$ cat config.mk
export PLATFORM = sky130hd
export DESIGN_NAME = ja_input_port
export DESIGN_NICKNAME = d
export VERILOG_FILES = /design/src/rtl/ja_input_port_pkg.sv /design/src/rtl/ja_input_port_pin_debouncer.sv /design/src/rtl/ja_input_port.sv
export SDC_FILE = /design/constraint.sdc
export NUM_CORES = 1
export LEC_CHECK = 0
export BUFFER_PORTS_ARGS = -buffer_cell sky130_fd_sc_hd__buf_2
export CAP_MARGIN = 20
export CORE_MARGIN = 2
export CORE_UTILIZATION = 45
export CTS_CLUSTER_SIZE = 8
export DETAILED_ROUTE_END_ITERATION = 10
export GPL_TIMING_DRIVEN = 0
export PLACE_DENSITY = 0.74
export SLEW_MARGIN = 20
export SYNTH_ARGS = -nofsm -noshare
export SYNTH_HDL_FRONTEND = slang
export SYNTH_SLANG_ARGS = --single-unit
$ cat constraint.sdc
create_clock -name clock -period 2.9 [get_ports clock]
set_clock_uncertainty 0.15 [all_clocks]
set_input_delay 0.58 -clock clock [delete_from_list [all_inputs] [get_ports clock]]
set_output_delay 0.58 -clock clock [all_outputs]
set_load 0.1 [all_outputs]
$ cat src/rtl/ja_input_port_pkg.sv
// ja_input_port_pkg: register offsets and pin count shared by the JA input peripheral
package ja_input_port_pkg;
    localparam int JA_WIDTH = 8;
    localparam logic [1:0] IO_LEVEL = 2'd0;
    localparam logic [1:0] IO_RISE  = 2'd1;
    localparam logic [1:0] IO_FALL  = 2'd2;
    localparam logic [1:0] IO_MASK  = 2'd3;
endpackage

$ cat src/rtl/ja_input_port_pin_debouncer.sv
// pin_debouncer: 2-flop synchroniser and stability counter for one raw pin
module pin_debouncer #(
    parameter int DEBOUNCE = 4,
    parameter int CNT_W    = 4
) (
    input  logic clock,
    input  logic reset,
    input  logic raw,
    output logic level,
    output logic rise,
    output logic fall
);
    logic sync1, s, accept;
    logic [CNT_W-1:0] cnt;
    // rise/fall are single-cycle strobes aligned with the edge that updates level
    assign accept = (s != level) && (cnt == CNT_W'(DEBOUNCE - 1));
    assign rise = accept && s;
    assign fall = accept && !s;
    always_ff @(posedge clock) begin
        if (!reset) begin
            sync1 <= 1'b0;
            s     <= 1'b0;
            cnt   <= '0;
            level <= 1'b0;
        end else begin
            sync1 <= raw;
            s     <= sync1;
            if (s == level) cnt <= '0;
            else if (accept) begin
                level <= s;
                cnt   <= '0;
            end else if (cnt != '1) cnt <= cnt + 1'b1;
        end
    end
endmodule

$ cat src/rtl/ja_input_port.sv
// ja_input_port: debounced JA pin inputs with sticky edge flags, irq mask and dmem read/write window
module ja_input_port
    import ja_input_port_pkg::*;
#(
    parameter logic [11:0] BASE_ADDR = 12'hF00,
    parameter int          DEBOUNCE  = 4,
    parameter int          CNT_W     = 4
) (
    input  logic                clock,
    input  logic                reset,
    input  logic [JA_WIDTH-1:0] pins,
    input  logic [11:0]         addr,
    input  logic                wEn,
    input  logic [31:0]         dataIn,
    output logic [31:0]         dataOut,
    output logic                hit,
    output logic                irq
);
    logic [JA_WIDTH-1:0] level, rise_set, fall_set, rise, fall, mask, rd, wdata;
    logic [11:0] off;
    logic in_win, we, unused_bits;
    assign off = addr - BASE_ADDR;
    assign in_win = off[11:2] == '0;
    assign we = wEn && in_win;
    assign wdata = dataIn[JA_WIDTH-1:0];
    assign unused_bits = ^dataIn[31:JA_WIDTH];
    for (genvar i = 0; i < JA_WIDTH; i++) begin : g_pin
        pin_debouncer #(.DEBOUNCE(DEBOUNCE), .CNT_W(CNT_W)) u_pin (
            .clock(clock),
            .reset(reset),
            .raw  (pins[i]),
            .level(level[i]),
            .rise (rise_set[i]),
            .fall (fall_set[i])
        );
    end
    always_comb
        rd = off[1:0] == IO_LEVEL ? level :
             off[1:0] == IO_RISE  ? rise  :
             off[1:0] == IO_FALL  ? fall  : mask;
    // new edges are ORed in after the W1C so a coincident set survives the clear
    always_ff @(posedge clock) begin
        if (!reset) begin
            rise    <= '0;
            fall    <= '0;
            mask    <= '0;
            dataOut <= '0;
            hit     <= 1'b0;
            irq     <= 1'b0;
        end else begin
            rise    <= (rise & ~(we && off[1:0] == IO_RISE ? wdata : '0)) | rise_set;
            fall    <= (fall & ~(we && off[1:0] == IO_FALL ? wdata : '0)) | fall_set;
            mask    <= we && off[1:0] == IO_MASK ? wdata : mask;
            dataOut <= in_win ? 32'(rd) : '0;
            hit     <= in_win;
            irq     <= |((rise | fall) & mask);
        end
    end
endmodule
## Yosys cells after proc, flatten, opt, wreduce, memory -nomap -nowiden

Index checks and enable logic that the tools add are counted.

| word-level totals | value |
|---|---|
| bits in registers | 114 |
| latch bits | 0 |
| memory bits (writable) | 0 |
| ROM bits | 0 |
| bits of input ports | 55 |
| output and inout port bits | 34 |
| logic and storage cells | 161 |
| memories kept | 0 |

| cells by class | value |
|---|---|
| add/sub/neg operators | 9 |
| multipliers | 0 |
| div/mod/pow operators | 0 |
| $lt $le $gt $ge | 0 |
| eq/ne operators | 35 |
| shift operators | 0 |
| mux-type cells | 5 |
| bitwise operators | 17 |
| reduce and logical (&&, ||, !) cells | 56 |

Operator list:

| cell | count |
|---|---|
| $mux W8 | 5 |
| $add A4 B1 Y4 const B | 8 |
| $eq A4 B2 Y1 const B | 8 |
| $ne A4 B4 Y1 const B | 8 |
| $logic_and A1 B1 Y1 | 28 |
| $and A8 B8 Y8 | 3 |
| $or A8 B8 Y8 | 3 |
| $reduce_or A3 Y1 | 8 |
| $reduce_and A2 Y1 | 9 |
| $not A8 Y8 | 2 |
| $sub A12 B12 Y12 const B | 1 |
| $logic_not A10 Y1 | 1 |
| $not A1 Y1 | 9 |
| $eq A1 B1 Y1 | 8 |
| $logic_not A1 Y1 | 8 |
| $ne A1 B1 Y1 | 8 |
| $reduce_or A8 Y1 | 1 |
| $eq A2 B2 Y1 const B | 2 |
| $eq A2 B1 Y1 const B | 1 |
| $logic_not A2 Y1 | 1 |

## Logic depth before layout (Yosys ltp)

Gate-level depths: netlist of run 1.

| logic depth | value |
|---|---|
| depth in word-level cells | 8 |
| gate-level depth with buffers | 5 |

## By module

Synthesis of run 1 repeated with hierarchy kept, for this count alone.

| second synthesis, totals | value |
|---|---|
| cell total of the unflattened synthesis | 448 |
| area total of the unflattened synthesis | 4235.3 sq um |

Modules (own cells, without submodules):

| module | instances | cells each | area an instance (sq um) | seq. area each (sq um) |
|---|---|---|---|---|
| pin_debouncer | 8 | 34 | 321.6 | 140.1 |
| ja_input_port | 1 | 176 | 1662.8 | 680.7 |

## Least setup slack after synthesis of run 1

No wires, ideal clock.

| path | value |
|---|---|
| path kind | input to register |
| start point | in addr[0] |
| end point | reg fall[6] |
| data arrival time | 1.462 ns |
| setup slack | 1.170 ns |
| cell stages on the path | 4 |
| cell sequence | buf_2 > and3b_1 > nand4_1 > o221a_2 |

| on the way | value |
|---|---|
| cells in the longest elaborated chain, start to end | 8 |

Ends and longest elaborated chain:

| element | RTL line | source |
|---|---|---|
| from (decl) | ja_input_port.sv:12 | `input logic [11:0] addr,` |
| $sub A12 B12 Y12 (*) | ja_input_port.sv:22 | `assign off = addr - BASE_ADDR;` |
| $logic_not A10 Y1 | ja_input_port.sv:23 | `assign in_win = off[11:2] == '0;` |
| $logic_and A1 B1 Y1 | ja_input_port.sv:24 | `assign we = wEn && in_win;` |
| $logic_and A1 B1 Y1 (*) | ja_input_port.sv:52 | `fall <= (fall & ~(we && off[1:0] == IO_FALL ? wdata : '0)) \| fall_set;` |
| $mux W8 (*) | ja_input_port.sv:52 |  |
| $not A8 Y8 (*) | ja_input_port.sv:52 |  |
| $and A8 B8 Y8 (*) | ja_input_port.sv:52 |  |
| $or A8 B8 Y8 (*) | ja_input_port.sv:52 |  |
| to (signal assigned) | ja_input_port.sv:52 |  |
| to (decl) | ja_input_port.sv:19 | `logic [JA_WIDTH-1:0] level, rise_set, fall_set, rise, fall, mask, rd, wdata;` |

Every way passes the cells marked *; elsewhere a longest branch is shown, timed or not.
A chain may end at the register's enable or synchronous reset.

## Worst setup path after layout of run 1

| path | value |
|---|---|
| start point | in addr[0] |
| end point | reg rise[4] |

| on the way | value |
|---|---|
| cells in the longest elaborated chain, start to end | 8 |

Ends and longest elaborated chain:

| element | RTL line | source |
|---|---|---|
| $sub A12 B12 Y12 (*) | ja_input_port.sv:22 |  |
| $logic_not A10 Y1 | ja_input_port.sv:23 |  |
| $logic_and A1 B1 Y1 | ja_input_port.sv:24 |  |
| $logic_and A1 B1 Y1 (*) | ja_input_port.sv:51 | `rise <= (rise & ~(we && off[1:0] == IO_RISE ? wdata : '0)) \| rise_set;` |
| $mux W8 (*) | ja_input_port.sv:51 |  |
| $not A8 Y8 (*) | ja_input_port.sv:51 |  |
| $and A8 B8 Y8 (*) | ja_input_port.sv:51 |  |
| $or A8 B8 Y8 (*) | ja_input_port.sv:51 |  |
| to (signal assigned) | ja_input_port.sv:51 |  |
| to (decl) | ja_input_port.sv:19 |  |

Marks and branches as above.

==> results of run 1 <==
-- stage by stage --
step / hold WS [ns] / setup WS, ns
3_5_place_dp: 0.273 / 0.630
6_report: 0.263 / 0.999
5_1_grt: 0.260 / 0.922
4_1_cts: 0.258 / 1.00
2_1_floorplan: 0.262 / 1.17
3_3_place_gp: 0.264 / 0.678
-- worst paths after layout --
check                         from                    to  slack (ns)
max                        addr[0]               rise[4]         1.0
min                        pins[7]  g_pin[7].u_pin.sync1        0.26
max reg2reg  g_pin[0].u_pin.cnt[0]               rise[0]        1.10
min reg2reg   g_pin[4].u_pin.sync1      g_pin[4].u_pin.s        0.29
-- cell families (layout without fill, tap and decap cells) --
| logic type | after synthesis | count (layout) | share of synthesized area (%) |
|---|---|---|---|
| AO/OA/AOI/OAI | 113 | 113 | 17.6 |
| adder cells (fa/ha/maj) | 8 | 8 | 2.32 |
| buffers and inverters | 51 | 107 | 7.13 |
| flip-flops | 90 | 90 | 41.7 |
| AND/OR/NAND/NOR | 164 | 164 | 21.4 |
| multiplexers | 32 | 32 | 9.74 |
| other | 1 | 24 | 0.0868 |
-- cells in the final DEF, fill, tap and decap left out, types with 2 or more instances in the layout --
cell type and instances:
a211oi_1 8, a21bo_2 8, a21oi_1 16, a31oi_1 8, and2_1 16, and3_1 17
and3b_1 2, buf_2 49, buf_4 24, buf_6 2, bufinv_16 2, clkbuf_1 7
clkbuf_8 10, clkinv_4 2, conb_1 24, dfxtp_1 90, ha_1 8, inv_1 9
mux2i_1 24, mux4_2 8, nand2_1 16, nand2b_1 16, nand3_1 8, nand4_1 5
nor2_1 40, nor2b_1 32, o21ai_0 32, o21ai_1 16, o21bai_1 8, o221a_1 2
o221a_2 14, or3b_1 8
-- state kept, by name (all words and copies together) (netlist names) --
name / flops
g_pin.u_pin.cnt: 32
dataOut: 8
fall: 8
g_pin.u_pin.level: 8
g_pin.u_pin.s: 8
g_pin.u_pin.sync1: 8
mask: 8
rise: 8
hit: 1
irq: 1
-- per-layer routing --
metal	global-route usage (%)	share of wire, %
met1	22.3	47
met2	29.0	46
met3	3.76	5.3
met4	7.08	1.6
met5	0	0
-- power by group through the flow --
stage                     clock (mW)  sequential [mW]  combinational [mW]
final                          0.967             1.26               0.265
after global routing            1.03             1.26               0.280
after CTS                      0.977             1.26               0.264
after detailed placement           0             1.29               0.263
after global placement             0             1.29               0.260
after floorplan                    0             1.28               0.220
-- final cells by class --
| cell class | count | share of cell area, % |
|---|---|---|
| buffer | 42 | 5.49 |
| inverter | 9 | 0.677 |
| sequential | 90 | 36.1 |
| clock buffer | 10 | 2.76 |
| multi-input combinational | 341 | 46.0 |
| tap | 129 | 3.23 |
| clock inverter | 6 | 1.80 |
| timing repair buffer | 40 | 4.01 |
-- worst register-to-register path, delay by kind of cell, from the launching register on --
kind	cells	cell delay, ns
AOI/OAI and AO/OA	2	0.37
adders and majority gates	1	0.29
buffers and inverters	1	0.16
DFF	1	0.41
and+or+nand+nor	1	0.36
==> results.yml, run 1 <==
outcome:
  outcome: "complete, no violations"
sta:
  finalSetupViolCount: 0
  maxSlewViolCount: 0
  fmax_ghz: 0.526
  hold_viol_final: 0
  rsz0062_at_grt: "no"
  tns_ns: 0
  fin_crit_ns: 1.90
  period_share_pct: 65.6
  worst_pin_slew_ns: 0.565
  max_slew_margin_pct: 62.4
power:
  p_comb_share_pct: 10.6
  totalPowerFinal_mw: 2.49
  p_switching_mw: 0.659
  p_int_mw: 1.83
  p_per_area_nw_per_um2: 498
  p_leak_nw: 2.03
  peakVddDrop_mv: 0.207
  switching_share_pct: 26.5
  seqPwrFrac_pct: 50.5
  clockPowerShare_pct: 38.8
die:
  pin_count: 89
  initial_core_util_pct: 46.5
  die_w_um: 102
  placementRows: 35
  die_area_um2: 10400
  core_um2: 9280
  die_h_um: 102
placement:
  hpwlAfterDp_um: 6380
  place_congestion: 0.790
  placedInstanceArea_um2: 4770
  dp.cells: 651
  portBuffers: 40
global_routing:
  grt_pass1_wl_um: 14400
  grt_pass1_vias: 3137
  overflow: 0
  grt_antenna_before_repair: 0
  grtUsageTotal_pct: 17.5
  grt_max_degree: 16
synthesis:
  synth_area_leader_cell: "dfxtp_1"
  yosysUniqueCellTypes: 34
  yosysWarnings: 0
  ys.flop_type: "dfxtp_1"
  ys_seq_area_share_pct: 41.7
  synth_top_area_share_pct: 41.7
  synth_edf_count: 0
  ys_top_cells_by_area: "dfxtp_1 (42%), mux2i_1 (5.6%), nor2b_1 (4.6%)"
  synthCells: 459
  ys_top_cells_by_count: "dfxtp_1 (90), nor2_1 (40), nor2b_1 (32), o21ai_0 (32)"
  synth.ff_latch_count: 90
  syn_area_per_cell_um2: 9.41
  syn_area_um2: 4320
  async_flop_share_pct: 0
  synth_most_common_cell: "dfxtp_1"
job:
  drv_cap: 0
route:
  drt-wirelength-per-cell_um: 13.6
  ant_nets: 0
  drc_errors: 0
  drt-pass1-iter-count: 4
  drt_iter0_markers: 126
  drt_wl_total_um: 9050
  vias: 3434
  viasPerCell: 5.15
cells_and_area:
  fill_cells: 871
  final_cells: 667
  multi_input_area_um2: 2290
  seq_area_um2: 1800
  n_antenna_cell: 0
  nets: 596
  drive_gt1_share_pct: 23.0
  post-route-util_pct: 53.8
  design_area_um2: 4990
  area_growth_pct: 15.6
setup_path:
  cp_cell_sequence: "buf_2 -> buf_2 -> and3b_1 -> nand4_1 -> o221a_2"
  cp_top_family: "simple AND/OR/NAND/NOR gates"
  critPathMaxFanout: 10
  worstSetupPathDepth: 5
  path_class: "input pin to flip-flop"
  startpoint_type: "input pin"
  rr_worst_depth: 5
  cp_data_required_time_ns: 3.00
  cpMostUsedCell: "buf_2"
  end_kind: "flip-flop"
  cpPeakStageDelay_ns: 0.45
  crit_buf_inv: 2
  critPathArrivalTime_ns: 2.00
  cp_slowest_cell: "nand4_1"
cts:
  htree_num_levels: 3
  cts.sinks: 90
  clkSlewWorstSetupHoldPaths_ns: 0.09
  cts_inserted_buffers: 9
  cts-hold-fix-buffers: 0
  clockRootBuffer: "clkbuf_8"
  cts_resized: 0
  post-cts-setup-buffer-count: 0
  cts_tree: "done"
  clk_latency_ns: 0.36
  ctsLongestPathBuffers: 2
min_path:
  whs_path_depth: 2
  hold_path_class: "input pin to flip-flop"
No activity file was read; power rests on OpenSTA's default activity.
==> inputs of run 2 (changes only) <==
--- a/config.mk
+++ b/config.mk
@@ -5,6 +5,7 @@
 export SDC_FILE = /design/constraint.sdc
 export NUM_CORES = 1
 export LEC_CHECK = 0
+export ABC_AREA = 1
 export BUFFER_PORTS_ARGS = -buffer_cell sky130_fd_sc_hd__buf_2
 export CAP_MARGIN = 20
 export CORE_MARGIN = 2
@@ -12,7 +13,7 @@
 export CTS_CLUSTER_SIZE = 8
 export DETAILED_ROUTE_END_ITERATION = 10
 export GPL_TIMING_DRIVEN = 0
-export PLACE_DENSITY = 0.74
+export PLACE_DENSITY = 0.77
 export SLEW_MARGIN = 20
 export SYNTH_ARGS = -nofsm -noshare
 export SYNTH_HDL_FRONTEND = slang
==> constraint.sdc (replaced) <==
create_clock -name clock -period 1.7 [get_ports clock]
set_clock_uncertainty 0.15 [all_clocks]
set_input_delay 0.34 -clock clock [delete_from_list [all_inputs] [get_ports clock]]
set_output_delay 0.34 -clock clock [all_outputs]
set_load 0.1 [all_outputs]
==> run 2 against run 1 <==
  * Global-route usage increased by 0.53 points
  * Routed wire length decreased by 3.3%
  * Via count increased by 6.8%
  * Cell count increased by 13%
  * Critical endpoint is now dataOut[2]
  * Worst hold slack got worse by 0.24 ns
  * Non-clock buffer count decreased by 4
==> results.yml, run 2 <==
cells_and_area:
  design_area_um2: 4800
  top_register: "g_pin.u_pin.cnt"
  largest_reg_flops: 32
  n_antenna_cell: 0
  mostFrequentLayoutCell: "nand2_1"
  area_growth_pct: 16.8
  post-route-util_pct: 54.5
  final_cell_mix: "nand2_1 (108), inv_1 (91), dfxtp_1 (90)"
  nets: 704
  drive_gt1_share_pct: 15.9
cts:
  cts_tree: "done"
  cts.sinks: 90
  clkSlewWorstSetupHoldPaths_ns: 0.08
  ctsLongestPathBuffers: 2
  htree_num_levels: 3
  clockRootBuffer: "clkbuf_8"
  clk_latency_ns: 0.36
  cts_inserted_buffers: 9
synthesis:
  async_flop_share_pct: 0
  ys_top_cells_by_count: "nand2_1 (108), inv_1 (91), dfxtp_1 (90)"
  ys.flop_type: "dfxtp_1"
  syn_area_per_cell_um2: 7.27
  synth_most_common_cell: "nand2_1"
  yosysUniqueCellTypes: 32
  synth.ff_latch_count: 90
  syn_area_um2: 4110
  synth_edf_count: 0
  ys_top_cells_by_area: "dfxtp_1 (44%), nand2_1 (9.9%), inv_1 (8.3%)"
  synth_top_area_share_pct: 43.9
  yosysWarnings: 0
  synth_area_leader_cell: "dfxtp_1"
  ys_seq_area_share_pct: 43.9
  synthCells: 565
die:
  die_w_um: 99.5
  placementRows: 34
  die_h_um: 99.5
  die_area_um2: 9910
  pin_count: 89
  initial_core_util_pct: 46.6
  core_um2: 8810
global_routing:
  grt_max_degree: 15
  grt_use_met1_pct: 20.8
  overflow: 0
  gr-max-usage-layer: "met2"
  grtUsageTotal_pct: 18.1
  grt_antenna_before_repair: 0
  use_met3_pct: 4.36
  grt_pass1_wl_um: 14300
  grt_pass1_vias: 3381
  met2_usage_pct: 31.2
route:
  ant_nets: 0
  drt_wl_total_um: 8750
  viasPerCell: 4.86
  drt-wirelength-per-cell_um: 11.6
  drt_iter0_markers: 272
  drt-pass1-iter-count: 5
  drc_errors: 0
  vias: 3668
sta:
  finalSetupViolCount: 0
  maxSlewViolCount: 0
  max_slew_margin_pct: 60.1
  worst_pin_slew_ns: 0.599
  fin_crit_ns: 1.60
  hold_viol_final: 0
  fmax_ghz: 0.623
  rsz0062_at_grt: "no"
  period_share_pct: 94.4
setup_path:
  critPathArrivalTime_ns: 1.11
  cp_cell_sequence: "buf_2"
  end_kind: "primary output"
  cp_slowest_cell: "buf_2"
  crit_buf_inv: 1
  cp_data_required_time_ns: 1.21
  cpPeakStageDelay_ns: 0.42
  path_class: "flip-flop to primary output"
  cp_top_family: "buffers and inverters"
  critPathMaxFanout: 1
  startpoint_type: "flip-flop"
power:
  p_leak_nw: 2.26
  p_per_area_nw_per_um2: 880
  peakVddDrop_mv: 0.454
  totalPowerFinal_mw: 4.22
placement:
  placedInstanceArea_um2: 4520
  portBuffers: 38
  hpwlAfterDp_um: 6350
  place_congestion: 0.912
outcome:
  outcome: "complete, no violations"
job:
  drv_cap: 0
min_path:
  hold_path_class: "input pin to flip-flop"
run 2: cell count changes in the layout (fill, tap and decap cells not counted), moves of 11 or more:
cell | before | now
nand2_1 | 16 | 108
inv_1 | 9 | 91
nor2_1 | 40 | 76
a21oi_1 | 16 | 50
nor2b_1 | 32 | 0
mux2i_1 | 24 | 0
and3_1 | 17 | 0
and2_1 | 16 | 0
nand2b_1 | 16 | 0
o21ai_1 | 16 | 0
o221a_2 | 14 | 0
nand4_1 | 5 | 16
run 2: repair_timing:
action	4_1_cts	5_1_grt
setup buffers	0	0
gates resized for setup	0	4
setup endpoints to repair	0	9
hold buffers	4	0
hold endpoints to repair	4	0
run 2: layout make-up:
type / count / area (µm²)
Buffer: 36 / 243
Sequential cell: 90 / 1800
Inverter: 93 / 349
Clock inverter: 4 / 75.1
Timing Repair Buffer: 42 / 230
Fill cell: 828 / 4010
Clock buffer: 12 / 145
Tap cell: 108 / 135
Multi-Input combinational cell: 369 / 1820
run 2: through the flow:
stage	worst slack, ns	std cells	hold WS, ns	setup TNS (ns)
global route	0.0580	754	0.0179	0
finish	0.0960	754	0.0191	0
global placement	-0.111	734	0.245	-0.572
detailed placement	-0.130	734	0.251	-0.542
CTS	0.0813	754	0.00294	0
floorplan	0.299	588	0.240	0
run 2: cells by family after synthesis:
group,after synthesis,synth area share (%)
xor+xnor,8,1.71
flops,90,43.9
buf+inv,129,14.4
other cells,1,0.0913
compound gates,96,12.9
simple gates,233,24.6
fa+ha+maj,8,2.44
run 2: worst paths after layout:
kind                                            start                    end  slack [ns]  depth (start not counted)
worst min-delay path                          pins[5]   g_pin[5].u_pin.sync1        0.02                          3
worst max-delay path                       dataOut[2]             dataOut[2]         0.1                          1
worst max register to register  g_pin[5].u_pin.cnt[0]  g_pin[5].u_pin.cnt[3]        0.21                          6
worst min register to register   g_pin[2].u_pin.sync1       g_pin[2].u_pin.s        0.26                          2
run 2: layer usage:
| layer | part of all wire [%] | wire length [µm] | vias up |
|---|---|---|---|
| li1 | - | - | 1887 |
| met1 | 43 | 3750 | 1653 |
| met2 | 49 | 4250 | 110 |
| met3 | 6.6 | 573 | 18 |
| met4 | 2.0 | 176 | 0 |
| met5 | 0 | 0 | - |
run 2: worst register-to-register path, cell delays in order, from the launching register on:
cell and delay (ns):
dfxtp_1 0.37, ha_1 0.19, inv_1 0.06, nor3_1 0.37, nor2_1 0.12, o21ai_0 0.09, inv_1 0.05
run 2: report_power, final:
group | switching, mW | internal, mW | total (mW) | leakage [nW]
clock | 0.737 | 0.870 | 1.61 | 0.103
sequential | 0.0118 | 2.13 | 2.14 | 0.729
combinational | 0.365 | 0.109 | 0.475 | 1.43
total | 1.11 | 3.11 | 4.22 | 2.26
